### src/rtl/frame_dma_pkg.sv
// Shared definitions for the frame DMA scheduler: register map, CTRL bits,
// FSM encoding and the STATUS register layout.
package frame_dma_pkg;

    localparam logic [2:0] REG_CTRL        = 3'd0;
    localparam logic [2:0] REG_BASE        = 3'd1;
    localparam logic [2:0] REG_FRAME_WORDS = 3'd2;
    localparam logic [2:0] REG_NUM_BUFS    = 3'd3;
    localparam logic [2:0] REG_STATUS      = 3'd4;
    localparam logic [2:0] REG_IRQ         = 3'd5;
    localparam logic [2:0] REG_LOCK        = 3'd6;

    localparam int CTRL_RUN     = 0;
    localparam int CTRL_IRQ_EN  = 1;
    localparam int CTRL_LOCK_EN = 2;

    typedef enum logic [2:0] {
        ST_IDLE     = 3'd0,
        ST_WAIT_SOF = 3'd1,
        ST_ARM      = 3'd2,
        ST_RUN      = 3'd3,
        ST_DONE     = 3'd4
    } state_e;

    typedef struct packed {
        logic [2:0]  cur_buf;
        logic [2:0]  last_buf;
        logic        last_valid;
        state_e      state;
        logic [15:0] drop_cnt;
    } status_t;

    function automatic logic [31:0] pack_status(input status_t s);
        return {s.drop_cnt, 4'b0000, s.state, s.last_valid, 1'b0,
                s.last_buf, 1'b0, s.cur_buf};
    endfunction

endpackage

### src/rtl/frame_dma_sched_if.sv
// CPU-side Wishbone slave bus of the frame DMA scheduler (32-bit data).
interface frame_dma_sched_if;
    logic [4:0]  wbs_adr_i;
    logic [31:0] wbs_dat_i;
    logic        wbs_we_i;
    logic        wbs_cyc_i;
    logic        wbs_stb_i;
    logic [31:0] wbs_dat_o;
    logic        wbs_ack_o;

    modport master (output wbs_adr_i, wbs_dat_i, wbs_we_i, wbs_cyc_i, wbs_stb_i,
                    input  wbs_dat_o, wbs_ack_o);
    modport slave  (input  wbs_adr_i, wbs_dat_i, wbs_we_i, wbs_cyc_i, wbs_stb_i,
                    output wbs_dat_o, wbs_ack_o);
endinterface

### src/rtl/frame_dma_regs.sv
// Wishbone register file of the frame DMA scheduler: decode, config storage,
// STATUS readback and the frame-done interrupt pending flag.
module frame_dma_regs
    import frame_dma_pkg::*;
#(
    parameter int WB_AW    = 32,
    parameter int WB_DW    = 32,
    parameter int MAX_BUFS = 4
) (
    input  logic              wb_clk_i,
    input  logic              wb_rst_i,
    frame_dma_sched_if.slave  wbs,
    input  status_t           status_i,
    input  logic              irq_set_i,
    output logic              run_o,
    output logic              lock_en_o,
    output logic [WB_AW-1:0]  base_o,
    output logic [WB_AW-1:0]  frame_words_o,
    output logic [3:0]        num_bufs_o,
    output logic [2:0]        lock_o,
    output logic              irq_o
);

    logic [2:0]       ctrl_q;
    logic [WB_AW-1:0] base_q;
    logic [WB_AW-1:0] fw_q;
    logic [3:0]       nbufs_q;
    logic [2:0]       lock_q;
    logic             pending_q;
    logic             ack_q;
    logic [WB_DW-1:0] dat_q;
    logic [WB_DW-1:0] rd_data;
    logic [2:0]       adr_idx;
    logic             req;
    logic             wr_stb;
    logic             irq_clr;
    logic             unused_adr_bits;

    assign adr_idx         = wbs.wbs_adr_i[4:2];
    assign unused_adr_bits = ^wbs.wbs_adr_i[1:0];
    // One request per ack: the cycle after an ack cannot re-acknowledge.
    assign req     = wbs.wbs_cyc_i && wbs.wbs_stb_i && !ack_q;
    assign wr_stb  = req && wbs.wbs_we_i;
    assign irq_clr = wr_stb && (adr_idx == REG_IRQ) && wbs.wbs_dat_i[0];

    always_comb begin
        // NOTE: default first so every path assigns rd_data and no latch is inferred.
        rd_data = '0;
        case (adr_idx)
            REG_CTRL:        rd_data = WB_DW'(ctrl_q);
            REG_BASE:        rd_data = WB_DW'(base_q);
            REG_FRAME_WORDS: rd_data = WB_DW'(fw_q);
            REG_NUM_BUFS:    rd_data = WB_DW'(nbufs_q);
            REG_STATUS:      rd_data = WB_DW'(pack_status(status_i));
            REG_IRQ:         rd_data = WB_DW'(pending_q);
            REG_LOCK:        rd_data = WB_DW'(lock_q);
            default:         rd_data = '0;
        endcase
    end

    always_ff @(posedge wb_clk_i or posedge wb_rst_i) begin
        if (wb_rst_i) begin
            ctrl_q    <= '0;
            base_q    <= '0;
            fw_q      <= '0;
            nbufs_q   <= '0;
            lock_q    <= '0;
            pending_q <= 1'b0;
            ack_q     <= 1'b0;
            dat_q     <= '0;
        end else begin
            ack_q <= req;
            if (req) begin
                dat_q <= rd_data;
            end
            if (wr_stb) begin
                case (adr_idx)
                    REG_CTRL:        ctrl_q  <= wbs.wbs_dat_i[2:0];
                    REG_BASE:        base_q  <= WB_AW'(wbs.wbs_dat_i) & ~WB_AW'(3);
                    REG_FRAME_WORDS: fw_q    <= WB_AW'(wbs.wbs_dat_i);
                    REG_NUM_BUFS:    nbufs_q <= wbs.wbs_dat_i[3:0];
                    REG_LOCK:        lock_q  <= wbs.wbs_dat_i[2:0];
                    default:         ;
                endcase
            end
            // A completing frame outranks a simultaneous software clear.
            if (irq_set_i) begin
                pending_q <= 1'b1;
            end else if (irq_clr) begin
                pending_q <= 1'b0;
            end
        end
    end

    always_comb begin
        if (nbufs_q == 4'd0) begin
            num_bufs_o = 4'd1;
        end else if (nbufs_q > 4'(MAX_BUFS)) begin
            num_bufs_o = 4'(MAX_BUFS);
        end else begin
            num_bufs_o = nbufs_q;
        end
    end

    assign wbs.wbs_ack_o = ack_q;
    assign wbs.wbs_dat_o = dat_q;
    assign run_o         = ctrl_q[CTRL_RUN];
    assign lock_en_o     = ctrl_q[CTRL_LOCK_EN];
    assign base_o        = base_q;
    assign frame_words_o = fw_q;
    assign lock_o        = lock_q;
    assign irq_o         = pending_q && ctrl_q[CTRL_IRQ_EN];

endmodule

### src/rtl/frame_dma_sched.sv
// Frame buffer scheduler for the Wishbone stream writer: walks a ring of
// frame buffers, arms the writer per frame and counts acks to detect completion.
module frame_dma_sched
    import frame_dma_pkg::*;
#(
    parameter int WB_AW    = 32,
    parameter int WB_DW    = 32,
    parameter int MAX_BUFS = 4
) (
    input  logic              wb_clk_i,
    input  logic              wb_rst_i,
    frame_dma_sched_if.slave  wbs,
    input  logic              frame_start,
    input  logic              wr_ack,
    output logic              wr_enable,
    output logic [WB_AW-1:0]  wr_start_adr,
    output logic              irq
);

    logic             run;
    logic             lock_en;
    logic [WB_AW-1:0] base;
    logic [WB_AW-1:0] frame_words;
    logic [3:0]       num_bufs;
    logic [2:0]       lock_idx;

    state_e           state_q;
    logic [WB_AW-1:0] cur_adr_q;
    logic [WB_AW-1:0] word_cnt_q;
    logic [WB_AW-1:0] fw_lat_q;
    logic [2:0]       cur_buf_q;
    logic [2:0]       last_buf_q;
    logic             last_valid_q;
    logic             sof_pend_q;
    logic             wr_enable_q;
    logic [15:0]      drop_cnt_q;
    status_t          status;

    logic [WB_AW-1:0] step_bytes;
    logic [WB_AW-1:0] adr1;
    logic [WB_AW-1:0] adr2;
    logic [WB_AW-1:0] adv_adr_d;
    logic [3:0]       nb1;
    logic [3:0]       nb2;
    logic [2:0]       buf1;
    logic [2:0]       buf2;
    logic [2:0]       adv_buf_d;
    logic             skip;

    frame_dma_regs #(
        .WB_AW    (WB_AW),
        .WB_DW    (WB_DW),
        .MAX_BUFS (MAX_BUFS)
    ) u_regs (
        .wb_clk_i      (wb_clk_i),
        .wb_rst_i      (wb_rst_i),
        .wbs           (wbs),
        .status_i      (status),
        .irq_set_i     ((state_q == ST_DONE) && run),
        .run_o         (run),
        .lock_en_o     (lock_en),
        .base_o        (base),
        .frame_words_o (frame_words),
        .num_bufs_o    (num_bufs),
        .lock_o        (lock_idx),
        .irq_o         (irq)
    );

    assign status = '{cur_buf: cur_buf_q, last_buf: last_buf_q, last_valid: last_valid_q,
                      state: state_q, drop_cnt: drop_cnt_q};

    // Next buffer by accumulation; a locked buffer is stepped over with a second step.
    always_comb begin
        step_bytes = fw_lat_q << 2;
        nb1        = {1'b0, cur_buf_q} + 4'd1;
        adr1       = (nb1 >= num_bufs) ? base : cur_adr_q + step_bytes;
        buf1       = (nb1 >= num_bufs) ? 3'd0 : nb1[2:0];
        nb2        = {1'b0, buf1} + 4'd1;
        adr2       = (nb2 >= num_bufs) ? base : adr1 + step_bytes;
        buf2       = (nb2 >= num_bufs) ? 3'd0 : nb2[2:0];
        skip       = lock_en && (num_bufs >= 4'd3) && (buf1 == lock_idx);
        adv_adr_d  = skip ? adr2 : adr1;
        adv_buf_d  = skip ? buf2 : buf1;
    end

    always_ff @(posedge wb_clk_i or posedge wb_rst_i) begin
        // NOTE: sequential state uses <= so every register samples pre-edge values.
        if (wb_rst_i) begin
            state_q      <= ST_IDLE;
            cur_adr_q    <= '0;
            word_cnt_q   <= '0;
            fw_lat_q     <= '0;
            cur_buf_q    <= '0;
            last_buf_q   <= '0;
            last_valid_q <= 1'b0;
            sof_pend_q   <= 1'b0;
            wr_enable_q  <= 1'b0;
            drop_cnt_q   <= '0;
        end else if (!run) begin
            state_q     <= ST_IDLE;
            wr_enable_q <= 1'b0;
            sof_pend_q  <= 1'b0;
        end else begin
            case (state_q)
                ST_IDLE: begin
                    if (frame_words != '0) begin
                        state_q   <= ST_WAIT_SOF;
                        cur_adr_q <= base;
                        cur_buf_q <= '0;
                    end
                end
                ST_WAIT_SOF: begin
                    if (frame_start || sof_pend_q) begin
                        state_q    <= ST_ARM;
                        sof_pend_q <= 1'b0;
                    end
                end
                ST_ARM: begin
                    word_cnt_q  <= '0;
                    fw_lat_q    <= frame_words;
                    wr_enable_q <= 1'b1;
                    state_q     <= ST_RUN;
                    if (frame_start) begin
                        sof_pend_q <= 1'b1;
                    end
                end
                ST_RUN: begin
                    if (wr_ack && (word_cnt_q + WB_AW'(1) == fw_lat_q)) begin
                        word_cnt_q  <= word_cnt_q + WB_AW'(1);
                        wr_enable_q <= 1'b0;
                        state_q     <= ST_DONE;
                        if (frame_start) begin
                            sof_pend_q <= 1'b1;
                        end
                    end else if (frame_start) begin
                        // Short frame: rearm the same buffer for the new frame.
                        if (drop_cnt_q != 16'hFFFF) begin
                            drop_cnt_q <= drop_cnt_q + 16'd1;
                        end
                        wr_enable_q <= 1'b0;
                        state_q     <= ST_ARM;
                    end else if (wr_ack) begin
                        word_cnt_q <= word_cnt_q + WB_AW'(1);
                    end
                end
                ST_DONE: begin
                    last_buf_q   <= cur_buf_q;
                    last_valid_q <= 1'b1;
                    cur_adr_q    <= adv_adr_d;
                    cur_buf_q    <= adv_buf_d;
                    state_q      <= ST_WAIT_SOF;
                    if (frame_start) begin
                        sof_pend_q <= 1'b1;
                    end
                end
                default: begin
                    state_q     <= ST_IDLE;
                    wr_enable_q <= 1'b0;
                end
            endcase
        end
    end

    assign wr_enable    = wr_enable_q;
    assign wr_start_adr = cur_adr_q;

endmodule

### src/flat_wrapper.sv
// flat-port wrapper written by rule: the top's interface ports become plain ports
module frame_dma_sched_flat import frame_dma_pkg::*;
#(
    parameter int WB_AW    = 32,
    parameter int WB_DW    = 32,
    parameter int MAX_BUFS = 4
)
  (wb_clk_i, wb_rst_i, frame_start, wr_ack, wr_enable, wr_start_adr, irq, wbs_wbs_adr_i, wbs_wbs_dat_i, wbs_wbs_we_i, wbs_wbs_cyc_i, wbs_wbs_stb_i, wbs_wbs_dat_o, wbs_wbs_ack_o);
  frame_dma_sched_if wbs_i ();
  input  logic wb_clk_i;
  input  logic wb_rst_i;
  input  logic frame_start;
  input  logic wr_ack;
  output logic wr_enable;
  output logic [WB_AW-1:0] wr_start_adr;
  output logic irq;
  input wire logic [$bits(wbs_i.wbs_adr_i)-1:0] wbs_wbs_adr_i;
  input wire logic [$bits(wbs_i.wbs_dat_i)-1:0] wbs_wbs_dat_i;
  input wire logic [$bits(wbs_i.wbs_we_i)-1:0] wbs_wbs_we_i;
  input wire logic [$bits(wbs_i.wbs_cyc_i)-1:0] wbs_wbs_cyc_i;
  input wire logic [$bits(wbs_i.wbs_stb_i)-1:0] wbs_wbs_stb_i;
  output wire logic [$bits(wbs_i.wbs_dat_o)-1:0] wbs_wbs_dat_o;
  output wire logic [$bits(wbs_i.wbs_ack_o)-1:0] wbs_wbs_ack_o;
  assign wbs_i.wbs_adr_i = wbs_wbs_adr_i;
  assign wbs_i.wbs_dat_i = wbs_wbs_dat_i;
  assign wbs_i.wbs_we_i = wbs_wbs_we_i;
  assign wbs_i.wbs_cyc_i = wbs_wbs_cyc_i;
  assign wbs_i.wbs_stb_i = wbs_wbs_stb_i;
  assign wbs_wbs_dat_o = wbs_i.wbs_dat_o;
  assign wbs_wbs_ack_o = wbs_i.wbs_ack_o;
  frame_dma_sched #(.WB_AW(WB_AW), .WB_DW(WB_DW), .MAX_BUFS(MAX_BUFS)) u_core (.wb_clk_i(wb_clk_i), .wb_rst_i(wb_rst_i), .wbs(wbs_i), .frame_start(frame_start), .wr_ack(wr_ack), .wr_enable(wr_enable), .wr_start_adr(wr_start_adr), .irq(irq));
endmodule
### config.mk
export PLATFORM = sky130hd
export DESIGN_NAME = frame_dma_sched_flat
export DESIGN_NICKNAME = d
export VERILOG_FILES = /design/src/rtl/frame_dma_pkg.sv /design/src/rtl/frame_dma_sched_if.sv /design/src/rtl/frame_dma_regs.sv /design/src/rtl/frame_dma_sched.sv /design/src/flat_wrapper.sv
export SDC_FILE = /design/constraint.sdc
export NUM_CORES = 1
export LEC_CHECK = 0
export CAP_MARGIN = 20
export CORE_AREA = 2 2 162 164
export CTS_CLUSTER_DIAMETER = 80
export DETAILED_ROUTE_END_ITERATION = 8
export DIE_AREA = 0 0 164 166
export DONT_BUFFER_PORTS = 1
export PLACE_DENSITY = 0.76
export SLEW_MARGIN = 20
export SYNTH_ARGS = -nofsm -noshare
export SYNTH_HDL_FRONTEND = slang
export SYNTH_SLANG_ARGS = --single-unit
### constraint.sdc
create_clock -name wb_clk_i -period 9.2 [get_ports wb_clk_i]
set_input_delay 0.46 -clock wb_clk_i [delete_from_list [all_inputs] [get_ports wb_clk_i]]
set_output_delay 0.46 -clock wb_clk_i [all_outputs]
set_load 0.01 [all_outputs]
======== Yosys cells after proc, flatten, opt, wreduce, memory -nomap -nowiden ========
Index checks and enable logic that the tools add are counted.
storage, ports and cells
  input port bits ......................... 44
  bits in registers ....................... 230
  output and inout port bits .............. 67
cells by class
  eq/ne operators ......................... 22
  $lt $le $gt $ge ......................... 4
  $add $sub $neg .......................... 6
  bitwise gates (word level) .............. 1
  reductions and logical operators ........ 34
  muxes and demuxes ....................... 34
operators with widths
  kind                                                                     number
  32-bit two-way mux                                                       7
  32-bit case mux with 7 select lines                                      1
  32-bit case mux with 2 select lines                                      2
  32-bit adder                                                             2
  32-bit by 1-bit adder with 32-bit output, second input constant          1
  32-bit equality test                                                     1
  32-bit nonzero test                                                      1
  3-bit two-way mux                                                        9
  16-bit by 1-bit adder with 16-bit output, second input constant          1
  16-bit inequality test, second input constant                            1
  2-bit AND reduction                                                      8
  3-bit by 2-bit inequality test with 1-bit output, second input constant  5
  3-bit case mux with 5 select lines                                       1
  3-bit by 2-bit equality test with 1-bit output, second input constant    4
  3-bit equality test, second input constant                               4
  1-bit logical AND                                                        10
  1-bit two-way mux                                                        9
  3-bit AND reduction                                                      3
  3-bit by 1-bit adder with 4-bit output, second input constant            2
  4-bit >= comparator                                                      2
  4-bit two-way mux                                                        2
  3-bit by 1-bit equality test with 1-bit output, second input constant    2
  3-bit logical NOT                                                        2
  1-bit case mux with 3 select lines                                       2
  other kinds (17)                                                         19

======== Depth between registers and ports, before layout ========
  depth after elaboration ................. 10
  mapped depth ............................ 24
  depth with buffers taken out ............ 24

======== Cells and area by module ========
From an unflattened synthesis, not the netlist that was laid out.
unflattened totals
  cell total of the unflattened synthesis .. 1795
  area total of the unflattened synthesis .. 15941.5 µm²
by module, submodules not included
  module           area each (µm²)  instances  cells each
  frame_dma_sched  11100.6          1          1429
  frame_dma_regs   4840.9           1          366

======== Worst setup path after synthesis ========
OpenSTA, ideal clock, no wires.
  path type ............................... flip-flop to flip-flop
  start ................................... register u_core.u_regs.nbufs_q[3]
  end ..................................... register u_core.cur_adr_q[27], in the netlist u_core.wr_start_adr[27]
  cell stages (with the launch flop) ...... 24
  arrival time ............................ 5.413 ns
  required time ........................... 9.074 ns
  path buffers ............................ 2
  setup slack ............................. 3.661 ns
  path through ............................ dfrtp_1 > nor2_1 > a21boi_0 > ha_1 > nand2b_1 > a2111oi_0 > or2_2 > clkbuf_1 > clkbuf_1 > nand2_1 > o21ai_0 > inv_1 > ha_1 > a211oi_1 > o21ai_0 > a31oi_1 > o21a_1 > o21ai_0 > a21o_1 > or4_1 > a31oi_1 > xor2_1 > nand2_1 > a221o_1
between the ends
  cells in the longest elaborated chain, start to end .. 10
  elaborated cells between the ends (all ways) .. 17
RTL lines
  what                                                      RTL line                source
  start: declaration                                        frame_dma_regs.sv:27    logic [3:0] nbufs_q;
  start signal: assignment                                  frame_dma_regs.sv:81    REG_NUM_BUFS: nbufs_q <= wbs.wbs_dat_i[3:0];
  4-bit by 3-bit greater-than comparator with 1-bit output  frame_dma_regs.sv:98    end else if (nbufs_q > 4'(MAX_BUFS)) begin
  4-bit two-way mux                                         frame_dma_regs.sv:98
  4-bit two-way mux (*)                                     frame_dma_regs.sv:96    if (nbufs_q == 4'd0) begin
  branches (longest 5 deep; another with 32-bit adder)      n/a
  32-bit two-way mux (*)                                    frame_dma_sched.sv:82   adv_adr_d = skip ? adr2 : adr1;
  32-bit case mux with 2 select lines (*)                   frame_dma_sched.sv:104  case (state_q)
  end signal: assignment                                    frame_dma_sched.sv:108  cur_adr_q <= base;
  end signal: assignment                                    frame_dma_sched.sv:149  cur_adr_q <= adv_adr_d;
  end: declaration                                          frame_dma_sched.sv:28   logic [WB_AW-1:0] cur_adr_q;
Every way passes the cells marked *.
A chain may end at the register's enable or synchronous reset.

======== Worst setup path after layout ========
Ends and elaborated chain as after synthesis.

==> results.md <==
- Fin cells: 2006
- Leak Pwr: 7.45 nW
- TritonRoute pass-1 iters: 6
- Fmax: 0.145 GHz
- Placed wire-length estimate: 32.5 mm
- GRT Total Usage: 34.1%
- Worst Path Arrival: 7.35 ns
- Measured slew at the worst slew-check pin: 1.23 ns
- Synth Area in XOR/XNOR: 6.31%
- Setup TNS Final: 0 ns
- Combinational Power Share: 32.8%
- Slowest CP cell: or2_2
- Distinct cells, synth: 87
- Effective utilization at floorplan: 59.6%
- # H-tree levels: 1
- Vias/cell: 6.70
- CTS Buf Count: 26
- Count leader, synth: dfrtp_1
- Internal power: 0.00235 W
- Nets: 1774
- Most common library cells after synthesis: 230 x dfrtp_1, 159 x nand2_1, 152 x o21ai_0
- Initial antenna violation count: 0
- Root Buffer: clkbuf_16
- Post-CTS Setup Inserts: 0
- Clock Pin Slew Worst Setup and Hold Paths: 0.07 ns
- Most frequent CP cell: o21ai_0
- Clk buf depth: 3
- Initial drt markers: 1345
- Sw frac: 37.6%
- Critical path fanouts, max: 30
- Switching pwr: 0.00142 W
- Via Count: 13400
- # DRC: 0
- Fraction of registers with async set/reset: 100%
- Setup Skew: 0.0245 ns
- Final Hold Fails: 0
- Syn Inst Count: 1689
- Number of synthesized flops with an enable pin: 0
- Mean Syn Cell Area: 9.04 sq um
- RSZ-0062 raised after global routing: no
- Synth top area cells: dfrtp_1 38%, mux2_2 7.8%, ha_1 6.2%
- CTS Hold Bufs: 1
- Post-synth top area cell: dfrtp_1
- Fill cell count: 2065
- Clk sink count: 230
- Layout cell share with drive strength beyond 1: 12.2%
- # diodes: 0
- Reg area: 5760 sq um
- Worst stage delay on the critical path: 0.79 ns
- Max VDD drop: 0.205 mV
- Max cap viols: 0
- Max Transition Viols Final: 0
- Final min period: 6.92 ns
- Crit-path leading delay family: compound AO/OA/AOI/OAI gates
- Die width: 164 um
- Mux contribution to synthesized area: 8.28%
- Die ar.: 27200 sq um
- Crit-path cells: nor2_1 > a21boi_0 > ha_1 > nand2b_1 > a2111oi_0 > or2_2 > nand2_1 > o21ai_0 > inv_1 > ha_1 > a211oi_1 > o21ai_0 > a31oi_1 > o21a_1 > o21ai_0 > a21o_1 > or4_1 > a31oi_1 > xor2_1 > nand2_1 > a221o_1
- Global-route wire length before repair: 72.9 mm
- Seq pwr share: 37.8%
- Ys flop type: dfrtp_1
- Largest family of logic cells by synthesized area: compound AO/OA/AOI/OAI gates
- Grt total ovfl: 0
- PD cells: 229 nW/um^2
- Dpl cells: 1957
- Footprint of the multi-input gates: 9030 sq um
- Syn-to-layout area delta: 7.82%
- Worst skew pair latency: 0.55 ns
- Adder-Cell Fraction of Synth Area: 6.49%
- Type of origin of the critical path: flip-flop
- CP bufs+invs: 1
- ANT nets after route: 0
- Slew Limit Headroom: 17.6%
- Core Region: 25600 sq um
- Per-cell routed wire length: 23.1 um
- GPL Wtd Cong: 0.947
- Post-Route WL: 46.3 mm
- R2R Setup Slk: 2.28 ns
- Crit path required time: 9.63 ns
- Pin count of the biggest net entering global routing: 109
- Min-Delay Path Class: input port to flip-flop
- Number of port buffers: 0
- Synth top area share: 37.7%
- Synthesized area: 15300 sq um
- Vias in the first global route: 13000
- Compound-Gate Fraction of Synth Area: 21.4%
- Final setup vio count: 0
- Post-Synth Simple-Gate Area: 16.4%
- Seq/Total Area, Yosys: 37.7%
- Clock Power Share: 29.5%
- Worst Setup Path Type: flip-flop to flip-flop
- Flops & latches, synth: 230
- Run status: complete, no violations
- Row cnt: 59
- Die Ht: 166 um
- Post-CTS resize count: 0
- CTS tree: yes
- Ports: 111
- Tot Pwr: 0.00377 W
- Final Cycle Share: 75.2%
- Critical path capture point type: flip-flop
- Ys Warns: 0
cell type report:
class | count | share of cell area, %
tap | 335 | 2.55
multi-input combinational | 1329 | 54.9
inverter | 47 | 1.12
clock inverter | 14 | 1.15
timing repair buffer | 18 | 0.912
sequential | 230 | 35.0
clock buffer | 33 | 4.42
layer usage:
layer | vias up | GRT usage, % | part of all wire (%)
met5 | - | 0 | 0
li1 | 6110 | - | -
met4 | 0 | 15.3 | 5.0
met3 | 120 | 5.54 | 9.2
met2 | 648 | 54.1 | 46
met1 | 6563 | 46.2 | 40
cell families after synthesis:
family / after synthesis
xor+xnor: 110
simple gates: 511
flops: 230
fa+ha+maj: 78
other cells: 1
compound gates: 515
buf+inv: 131
mux: 113
cells in the final DEF (no fill, tap or decap), types with 16 or more instances in the layout:
cell	synthesis	routed
and3_1	17	17
clkbuf_16	0	26
buf_4	0	16
ha_1	76	76
nor2_1	144	141
a211oi_1	19	19
a31oi_1	21	21
nand3_1	27	27
nor3b_1	16	16
inv_1	46	45
nor3_1	31	29
nand2_1	159	159
mux2_2	106	106
xor2_1	44	44
o31ai_1	20	20
o21ai_0	152	152
dfrtp_1	230	230
a21oi_1	126	125
a22oi_1	24	24
xnor2_1	66	66
a21o_1	32	32
nand4_1	19	19
nor2b_1	18	17
stage by stage:
stage                     hold slack [ns]  util [%]  cell area [sq um]  setup WS, ns
final                              0.0421      64.3              16500          2.28
after global routing               0.0450      64.3              16500          1.92
after CTS                          0.0371      64.2              16400          2.36
after detailed placement            0.459      60.6              15500          2.43
after global placement              0.449      60.6              15500          2.63
after floorplan                     0.435         -              15300          2.44
sequential cells by signal (all words and copies together), names as in the netlist:
register and flops:
u_core.state_q 3, u_core.wr_enable 1, u_core.last_valid_q 1, u_core.last_buf_q 3
u_core.u_regs.lock_o 3, u_core.cur_buf_q 3, u_core.u_regs.nbufs_q 4, u_core.u_regs.base_o 30
u_core.sof_pend_q 1, u_core.wr_start_adr 32, u_core.fw_lat_q 32, u_core.word_cnt_q 32
u_core.u_regs.wbs.wbs_ack_o 1, u_core.u_regs.wbs.wbs_dat_o 32, u_core.u_regs.pending_q 1, u_core.u_regs.frame_words_o 32
u_core.u_regs.ctrl_q 3, u_core.drop_cnt_q 16
path summary, 6_finish.rpt:
path,startpoint,endpoint,depth (start not counted)
setup / recovery,u_core.u_regs.nbufs_q[3],u_core.wr_start_adr[27],21
hold / removal,wbs_wbs_dat_i[2],u_core.u_regs.base_o[2],2
setup reg to reg,u_core.u_regs.nbufs_q[3],u_core.wr_start_adr[27],21
hold reg to reg,u_core.last_buf_q[0],u_core.last_buf_q[0],2
max in group asynchronous,wb_rst_i,u_core.word_cnt_q[21],4
min in group asynchronous,wb_rst_i,u_core.wr_start_adr[18],2
power groups by stage:
stage	Sequential, W	Clock [W]	Combinational [W]
final	0.00142	0.00111	0.00123
after global routing	0.00144	0.00116	0.00138
after CTS	0.00142	0.00112	0.00122
after detailed placement	0.00143	0	0.00121
after global placement	0.00143	0	0.00117
after floorplan	0.00133	0	0.000980
(Power assumes the default switching activity.)
